==> config.mk <==
export PLATFORM = sky130hd
export DESIGN_NAME = mac_zero_feeder
export DESIGN_NICKNAME = d
export VERILOG_FILES = /design/src/rtl/mac_feeder_pkg.sv /design/src/rtl/zero_flag_gen.sv /design/src/rtl/mac_zero_feeder.sv
export SDC_FILE = /design/constraint.sdc
export NUM_CORES = 1
export LEC_CHECK = 0
export CAP_MARGIN = 5
export CORE_UTILIZATION = 49
export DETAILED_ROUTE_END_ITERATION = 8
export PLACE_DENSITY = 0.95
export RECOVER_POWER = 50
export SETUP_SLACK_MARGIN = 0.05
export SYNTH_ARGS = -nofsm -noshare
export SYNTH_HDL_FRONTEND = slang
export SYNTH_SLANG_ARGS = --single-unit
==> constraint.sdc <==
create_clock -name clk -period 6.9 [get_ports clk]
set_input_delay 0.69 -clock clk [delete_from_list [all_inputs] [get_ports clk]]
set_output_delay 0.69 -clock clk [all_outputs]
set_load 0.01 [all_outputs]
==> src/rtl/mac_feeder_pkg.sv <==
// Shared encodings for the MAC column feeder: FSM states, column instructions
// and the tag carried alongside each SRAM read.
package mac_feeder_pkg;

    localparam logic [2:0] ST_IDLE  = 3'd0;
    localparam logic [2:0] ST_LOAD  = 3'd1;
    localparam logic [2:0] ST_GAP   = 3'd2;
    localparam logic [2:0] ST_EXEC  = 3'd3;
    localparam logic [2:0] ST_DRAIN = 3'd4;
    localparam logic [2:0] ST_DONE  = 3'd5;

    localparam logic [1:0] INST_IDLE = 2'b00;
    localparam logic [1:0] INST_LOAD = 2'b01;
    localparam logic [1:0] INST_EXEC = 2'b10;

    localparam logic [1:0] TAG_NONE = 2'd0;
    localparam logic [1:0] TAG_LOAD = 2'd1;
    localparam logic [1:0] TAG_EXEC = 2'd2;

    localparam int DRAIN_CYCLES = 2;

    function automatic logic [1:0] tag_to_inst(input logic [1:0] tag);
        case (tag)
            TAG_LOAD: return INST_LOAD;
            TAG_EXEC: return INST_EXEC;
            default:  return INST_IDLE;
        endcase
    endfunction

endpackage

==> src/rtl/zero_flag_gen.sv <==
// Per-element equal-to-zero detector for a packed vector of pr elements of bw bits.
module zero_flag_gen #(
    parameter int bw = 8,
    parameter int pr = 8
) (
    input  logic [pr*bw-1:0] vec,
    output logic [pr-1:0]    zero
);

    always_comb begin
        zero = '0;
        for (int i = 0; i < pr; i++) begin
            zero[i] = (vec[bw*i +: bw] == '0);
        end
    end

endmodule

==> src/rtl/mac_zero_feeder.sv <==
// Streams key vectors (load) then query vectors (execute) from a 1-cycle SRAM
// into MAC column 0, with per-element zero flags aligned to each vector.
module mac_zero_feeder
    import mac_feeder_pkg::*;
#(
    parameter int bw     = 8,
    parameter int pr     = 8,
    parameter int col    = 8,
    parameter int addr_w = 11,
    parameter int cnt_w  = 8
) (
    input  logic                clk,
    input  logic                reset,
    input  logic                start,
    input  logic [addr_w-1:0]   key_base,
    input  logic [addr_w-1:0]   q_base,
    input  logic [cnt_w-1:0]    num_q,
    output logic                mem_rd,
    output logic [addr_w-1:0]   mem_addr,
    input  logic [pr*bw-1:0]    mem_rdata,
    output logic [pr*bw-1:0]    q_out,
    output logic [pr-1:0]       k_zero,
    output logic [pr-1:0]       q_zero,
    output logic [1:0]          o_inst,
    output logic                busy,
    output logic                done
);

    localparam int CNT_W = (cnt_w > $clog2(col) + 1) ? cnt_w : $clog2(col) + 1;

    logic [2:0]        state_q, state_d;
    logic [CNT_W-1:0]  cnt_q, cnt_d;
    logic [addr_w-1:0] key_base_q, key_base_d;
    logic [addr_w-1:0] q_base_q, q_base_d;
    logic [cnt_w-1:0]  num_q_q, num_q_d;
    logic [1:0]        issue_tag;

    logic [1:0]        tag_q, tag_d;
    logic [1:0]        inst_q, inst_d;
    logic [pr*bw-1:0]  q_out_q, q_out_d;
    logic [pr-1:0]     k_zero_q, k_zero_d;
    logic [pr-1:0]     q_zero_q, q_zero_d;
    logic [pr-1:0]     rd_zero;

    always_comb begin
        state_d    = state_q;
        cnt_d      = cnt_q;
        key_base_d = key_base_q;
        q_base_d   = q_base_q;
        num_q_d    = num_q_q;
        issue_tag  = TAG_NONE;
        mem_rd     = 1'b0;
        mem_addr   = '0;
        case (state_q)
            ST_IDLE: begin
                if (start) begin
                    key_base_d = key_base;
                    q_base_d   = q_base;
                    num_q_d    = num_q;
                    cnt_d      = '0;
                    state_d    = ST_LOAD;
                end
            end
            ST_LOAD: begin
                mem_rd    = 1'b1;
                mem_addr  = key_base_q + addr_w'(cnt_q);
                issue_tag = TAG_LOAD;
                if (cnt_q == CNT_W'(col - 1)) begin
                    cnt_d   = '0;
                    state_d = ST_GAP;
                end else begin
                    cnt_d = cnt_q + CNT_W'(1);
                end
            end
            ST_GAP: begin
                cnt_d   = '0;
                state_d = (num_q_q != '0) ? ST_EXEC : ST_DRAIN;
            end
            ST_EXEC: begin
                mem_rd    = 1'b1;
                mem_addr  = q_base_q + addr_w'(cnt_q);
                issue_tag = TAG_EXEC;
                if (cnt_q + CNT_W'(1) == CNT_W'(num_q_q)) begin
                    cnt_d   = '0;
                    state_d = ST_DRAIN;
                end else begin
                    cnt_d = cnt_q + CNT_W'(1);
                end
            end
            ST_DRAIN: begin
                // Lets the last two in-flight reads reach the outputs
                if (cnt_q == CNT_W'(DRAIN_CYCLES - 1)) begin
                    cnt_d   = '0;
                    state_d = ST_DONE;
                end else begin
                    cnt_d = cnt_q + CNT_W'(1);
                end
            end
            ST_DONE:  state_d = ST_IDLE;
            default:  state_d = ST_IDLE;
        endcase
    end

    zero_flag_gen #(
        .bw (bw),
        .pr (pr)
    ) u_zero_flag_gen (
        .vec  (mem_rdata),
        .zero (rd_zero)
    );

    // tag_q marks the cycle whose mem_rdata belongs to an issued read
    always_comb begin
        tag_d    = issue_tag;
        inst_d   = tag_to_inst(tag_q);
        q_out_d  = q_out_q;
        k_zero_d = '0;
        q_zero_d = '0;
        if (tag_q != TAG_NONE) begin
            q_out_d = mem_rdata;
        end
        if (tag_q == TAG_LOAD) begin
            k_zero_d = rd_zero;
        end
        if (tag_q == TAG_EXEC) begin
            q_zero_d = rd_zero;
        end
    end

    always_ff @(posedge clk) begin
        if (reset) begin
            state_q    <= ST_IDLE;
            cnt_q      <= '0;
            key_base_q <= '0;
            q_base_q   <= '0;
            num_q_q    <= '0;
            tag_q      <= TAG_NONE;
            inst_q     <= INST_IDLE;
            q_out_q    <= '0;
            k_zero_q   <= '0;
            q_zero_q   <= '0;
        end else begin
            state_q    <= state_d;
            cnt_q      <= cnt_d;
            key_base_q <= key_base_d;
            q_base_q   <= q_base_d;
            num_q_q    <= num_q_d;
            tag_q      <= tag_d;
            inst_q     <= inst_d;
            q_out_q    <= q_out_d;
            k_zero_q   <= k_zero_d;
            q_zero_q   <= q_zero_d;
        end
    end

    assign q_out  = q_out_q;
    assign k_zero = k_zero_q;
    assign q_zero = q_zero_q;
    assign o_inst = inst_q;
    assign busy   = (state_q != ST_IDLE);
    assign done   = (state_q == ST_DONE);

endmodule

* Word-level counts from Yosys, hierarchy flattened *
Index checks and enable logic that the tools add are counted.

storage, ports and cells
  register bits after elaboration = 125
  output and inout port bits = 96
  input port bits = 97

operators by class
  $add $sub $neg = 3
  reductions and logical operators = 19
  muxes and demuxes = 15
  bitwise gates (word level) = 2
  equality and inequality tests = 14

operators with widths
  kind                   number
  $logic_not A8 Y1       8
  $pmux W8 S5            1
  $mux W8                4
  $add A11 B8 Y11        2
  $pmux W11 S2           1
  $mux W3                5
  $pmux W3 S5            1
  $add A8 B1 Y8 const B  1
  $eq A8 B1 Y1 const B   1
  $eq A8 B3 Y1 const B   1
  $eq A8 B8 Y1           1
  $ne A2 B2 Y1 const B   4
  $pmux W2 S2            2
  $reduce_bool A8 Y1     1
  $eq A3 B2 Y1 const B   2
  $eq A3 B3 Y1 const B   2
  $reduce_or A2 Y1       3
  $reduce_bool A5 Y1     1
  $reduce_and A2 Y1      2
  $reduce_and A4 Y1      1
  $eq A3 B1 Y1 const B   1
  $logic_not A3 Y1       1
  $reduce_bool A3 Y1     1
  $eq A2 B1 Y1 const B   1
  4 further kinds        5

* Longest topological paths before layout *
  depth in word-level cells = 4
  mapped depth = 13
  depth with buffers taken out = 11

* Cells and area by module *
From an unflattened synthesis, not the netlist that was laid out.

second synthesis, totals
  cell total of the unflattened synthesis = 690
  area total of the unflattened synthesis = 5,461.5 um^2

by module, submodules not included
  module           area each (um^2)  cells an instance  times used
  mac_zero_feeder  5,311.3           666                1
  zero_flag_gen    150.1             24                 1

* Worst setup path after synthesis *
OpenSTA, ideal clock, no wires.

  kind = flip-flop to output port
  from = register state_q[1]
  to = output port mem_addr[8]
  slack = 3.282 ns
  cell stages (with the launch flop) = 14
  path buffers = 2
  data arrival time = 2.928 ns
  cells stage by stage = dfxtp_1 buf_2 nand3b_1 buf_2 mux2_1 ha_1 inv_1 fa_1 nor2b_1 o21ai_1 a21boi_1 o21ai_1 a211oi_1 mux2i_1

on the way
  cells in the longest elaborated chain, start to end = 2

RTL lines
  what                                                 RTL line                RTL
  from (decl)                                          mac_zero_feeder.sv:31   logic [2:0] state_q, state_d;
  from (signal assigned)                               mac_zero_feeder.sv:143  state_q <= state_d;
  $eq A3 B2 Y1 / $eq A3 B1 Y1 (equally long branches)  mac_zero_feeder.sv:54   case (state_q)
  $pmux W11 S2 *                                       mac_zero_feeder.sv:54
  to (decl)                                            mac_zero_feeder.sv:19   output logic [addr_w-1:0] mem_addr,

Mark *: on every way between the ends. The rest lies on a longest branch, timed or not.

* Worst setup path in the final report *
Ends and elaborated chain as after synthesis.

==> summary.md <==
| Metric | Value |
|---|---|
| First-pass GRT wire length | `between 20 and 30 mm` |
| HP Start | `q_out[61]` |
| Slew HR | `-128%` |
| CTS H-tree depth | `4` |
| DRC | `0` |
| Sequential share of the synthesized area | `a little under half` |
| Detailed Route WL | `between 15 and 20 mm` |
| Longest Clk Path Bufs | `2` |
| Vias in the first global route | `about 5400` |
| Die area | `~12000 sq um` |
| Worst-margin pin slew | `3.42 ns` |
| Most common cell after layout, fill and taps aside | `nand2_1` |
| Initial core utilization | `between 50% and 60%` |
| Worst Hold Depth | `2` |
| CTS Buf Count | `17` |
| Final setup viols | `0` |
| Element type at the critical path start | `register` |
| Utilization after layout | `around 73%` |
| CTS hold repair buffers | `0` |
| Post-synth top area cell | `dfxtp_1` |
| Via Count | `5756` |
| Hold EP | `q_out[61]` |
| Pre-antenna DRT Iters | `7` |
| Seq. cell area | `around 2500 sq um` |
| Antenna cell count | `0` |
| Ys flop type | `dfxtp_1` |
| R2R cell count | `8` |
| Max-slew violations | `109` |
| Post-synth EDFFs | `0` |
| Power Total | `~2.5 mW` |
| Crit path max fanout | `15` |
| Multi-input logic area | `around 2800 sq um` |
| CTS sink count | `125` |
| WS Path Type | `register to output pin` |
| Final net count | `~1000` |
| Num ports | `slightly below 200` |
| Row count | `38` |
| Post-route insts no fill | `approximately 1000` |
| Height of the die | `108 um` |
| Type of the tightest min-delay check | `register to register` |
| Worst Clk Skew | `0.0131 ns` |
| WL/cell | `16.2 um` |
| Final ANT Viol Nets | `0` |
| Gp weighted congestion | `0.888` |
| Final period util | `roughly four fifths` |
| Ratio of cells with drive above 1 in the final layout | `under 10%` |
| R2R setup slack | `around 4.5 ns` |
| Post-synthesis net count | `just over 800` |
| Outcome | `finished, violations left` |
| Root buf cell | `clkbuf_16` |
| Via density | `between 5 and 6` |
| Post-CTS setup buffer count | `0` |
| FF-to-FF End | `state_q[0]` |
| Min Clock Period, post-route | `between 5 and 6 ns` |
| Ys async rst share | `0%` |
| Mean Syn Cell Area | `between 7 and 8 sq um` |
| Area Growth Syn to Fin | `44.6%` |
| Clock Latency Late Sink | `roughly 0.41 ns` |
| Syn. warnings | `0` |
| Failing checks | `max-capacitance violations, max-slew violations` |
| CTS tree | `built` |
| Largest net degree at the start of global routing | `80` |
| Max Fclk | `between 150 and 200 MHz` |
| Buffers on Ports | `192` |
| Fin Setup TNS | `0 ns` |
| Cells after synthesis | `between 700 and 800` |
| Post-synthesis register bit count | `approximately 130` |
| Final Hold Fails | `0` |
| CP required | `between 6 and 7 ns` |
| 1st-iter DRT viols | `about 450` |
| R2R Path Start | `cnt_q[1]` |
| GRT Util Overall | `between 20% and 30%` |
| Setup crit end kind | `output pin` |
| Yosys top cell area share | `between 40% and 50%` |
| Post-DP HPWL | `11.4 mm` |
| Placed Instances | `approximately 1000` |
| Core area | `approximately 11000 sq um` |
| Die width | `approximately 110 um` |
| Fillers | `781` |
| Peak supply drop | `between 0.15 and 0.2 mV` |
| WP data arrival | `4.71 ns` |
| GR Overflow Total | `0` |
| Antenna violations before repair | `0` |
| Area contributors post-synth | `dfxtp_1 (45%), nand2_1 (15%), a21oi_1 (9.5%)` |
| Max Cap Violations | `2` |
| RSZ-0062 raised after global routing | `no` |
| PwrDens | `313 nW/um^2` |
| Commonest cells after routing, fill and taps aside | `nand2_1 (228), clkdlybuf4s50_1 (165), dfxtp_1 (125), a21oi_1 (105), nor2_1 (38)` |
| Mapped Area | `5560 sq um` |
| Clock slew at reported path FFs | `about 0.060 ns` |
| Leakage | `2.99 nW` |
| Post-CTS Resized | `0` |
| Final Hold Slack | `0.447 ns` |
| Synth cell types | `slightly below 60` |
==> critical path, stage by stage, from the launching register on <==
cell             delay, ns
dfxtp_1               0.60
nand3b_1              0.73
mux2_1                0.46
ha_1                  0.16
inv_1                 0.05
fa_1                  0.39
nor2b_1               0.20
o21ai_1               0.11
a21boi_1              0.25
o21ai_1               0.14
a211oi_1              0.35
mux2i_1               0.28
clkdlybuf4s50_1       0.57
==> per-stage QoR <==
stage | area (sq um) | worst slack (ns)
floorplan | 5560 | 3.28
global placement | 7490 | 2.26
detailed placement | 7490 | 2.04
CTS | 8040 | 1.57
global route | 8040 | 1.28
finish | 8040 | 1.50
==> state kept, by name (all words and copies together), names as in the netlist <==
| name | count |
|---|---|
| cnt_q | 8 |
| state_q | 3 |
| k_zero | 8 |
| num_q_q | 8 |
| o_inst | 2 |
| q_zero | 8 |
| tag_q | 2 |
| q_base_q | 11 |
| q_out | 64 |
| key_base_q | 11 |
==> power breakdown <==
part	internal, mW	switching, mW
clock	0.474	0.342
combinational	0.340	0.436
sequential	0.832	0.0929
total	1.65	0.871
==> cells in the mapped netlist, types with 5 or more instances <==
cell type and instances:
a211oi_1 5, a21oi_1 105, and2_1 8, buf_2 6, clkbuf_1 30, dfxtp_1 125, ha_1 10, inv_1 12
mux2_1 8, mux2i_1 8, nand2_1 228, nand3_1 8, nor2_1 39, nor2b_1 5, nor3_1 8, nor4_1 20
o21ai_1 9
==> worst max path at each step <==
stage	start	end	slack, ns	cells past startpoint
after floorplan	state_q[1]	mem_addr[8]	3.28	13
after global placement	state_q[1]	mem_addr[8]	2.26	12
after detailed placement	state_q[1]	mem_addr[8]	2.04	12
after CTS	state_q[1]	mem_addr[8]	1.57	12
after global routing	state_q[1]	mem_addr[8]	1.28	12
final	state_q[1]	mem_addr[8]	1.50	12
==> kinds of logic after synthesis <==
kind of cell | after synthesis | synth area share [%]
and+or+nand+nor | 341 | 26.5
AOI/OAI and AO/OA | 150 | 16.7
DFF | 125 | 45.0
buffers and inverters | 58 | 4.39
muxes | 17 | 3.27
adders and majority gates | 11 | 2.61
xor gates and xnor gates | 9 | 1.55
==> metal layers <==
metal	vias up	global-route usage, %	share of wire, %
met1	2688	30.1	38
met4	0	13.8	3.7
met3	50	8.56	8.7
met2	277	51.2	50
li1	2741	-	-
met5	-	0	0
==> cell type report <==
cell class | instances | share of cell area [%]
clock buffers | 18 | 5.47
clock inverters | 14 | 1.42
inverters | 14 | 0.654
multi-input cells | 528 | 35.1
flip-flops and latches | 125 | 31.1
well taps | 140 | 2.18
repair buffers | 195 | 24.1
No activity file was read; power rests on OpenSTA's default activity.
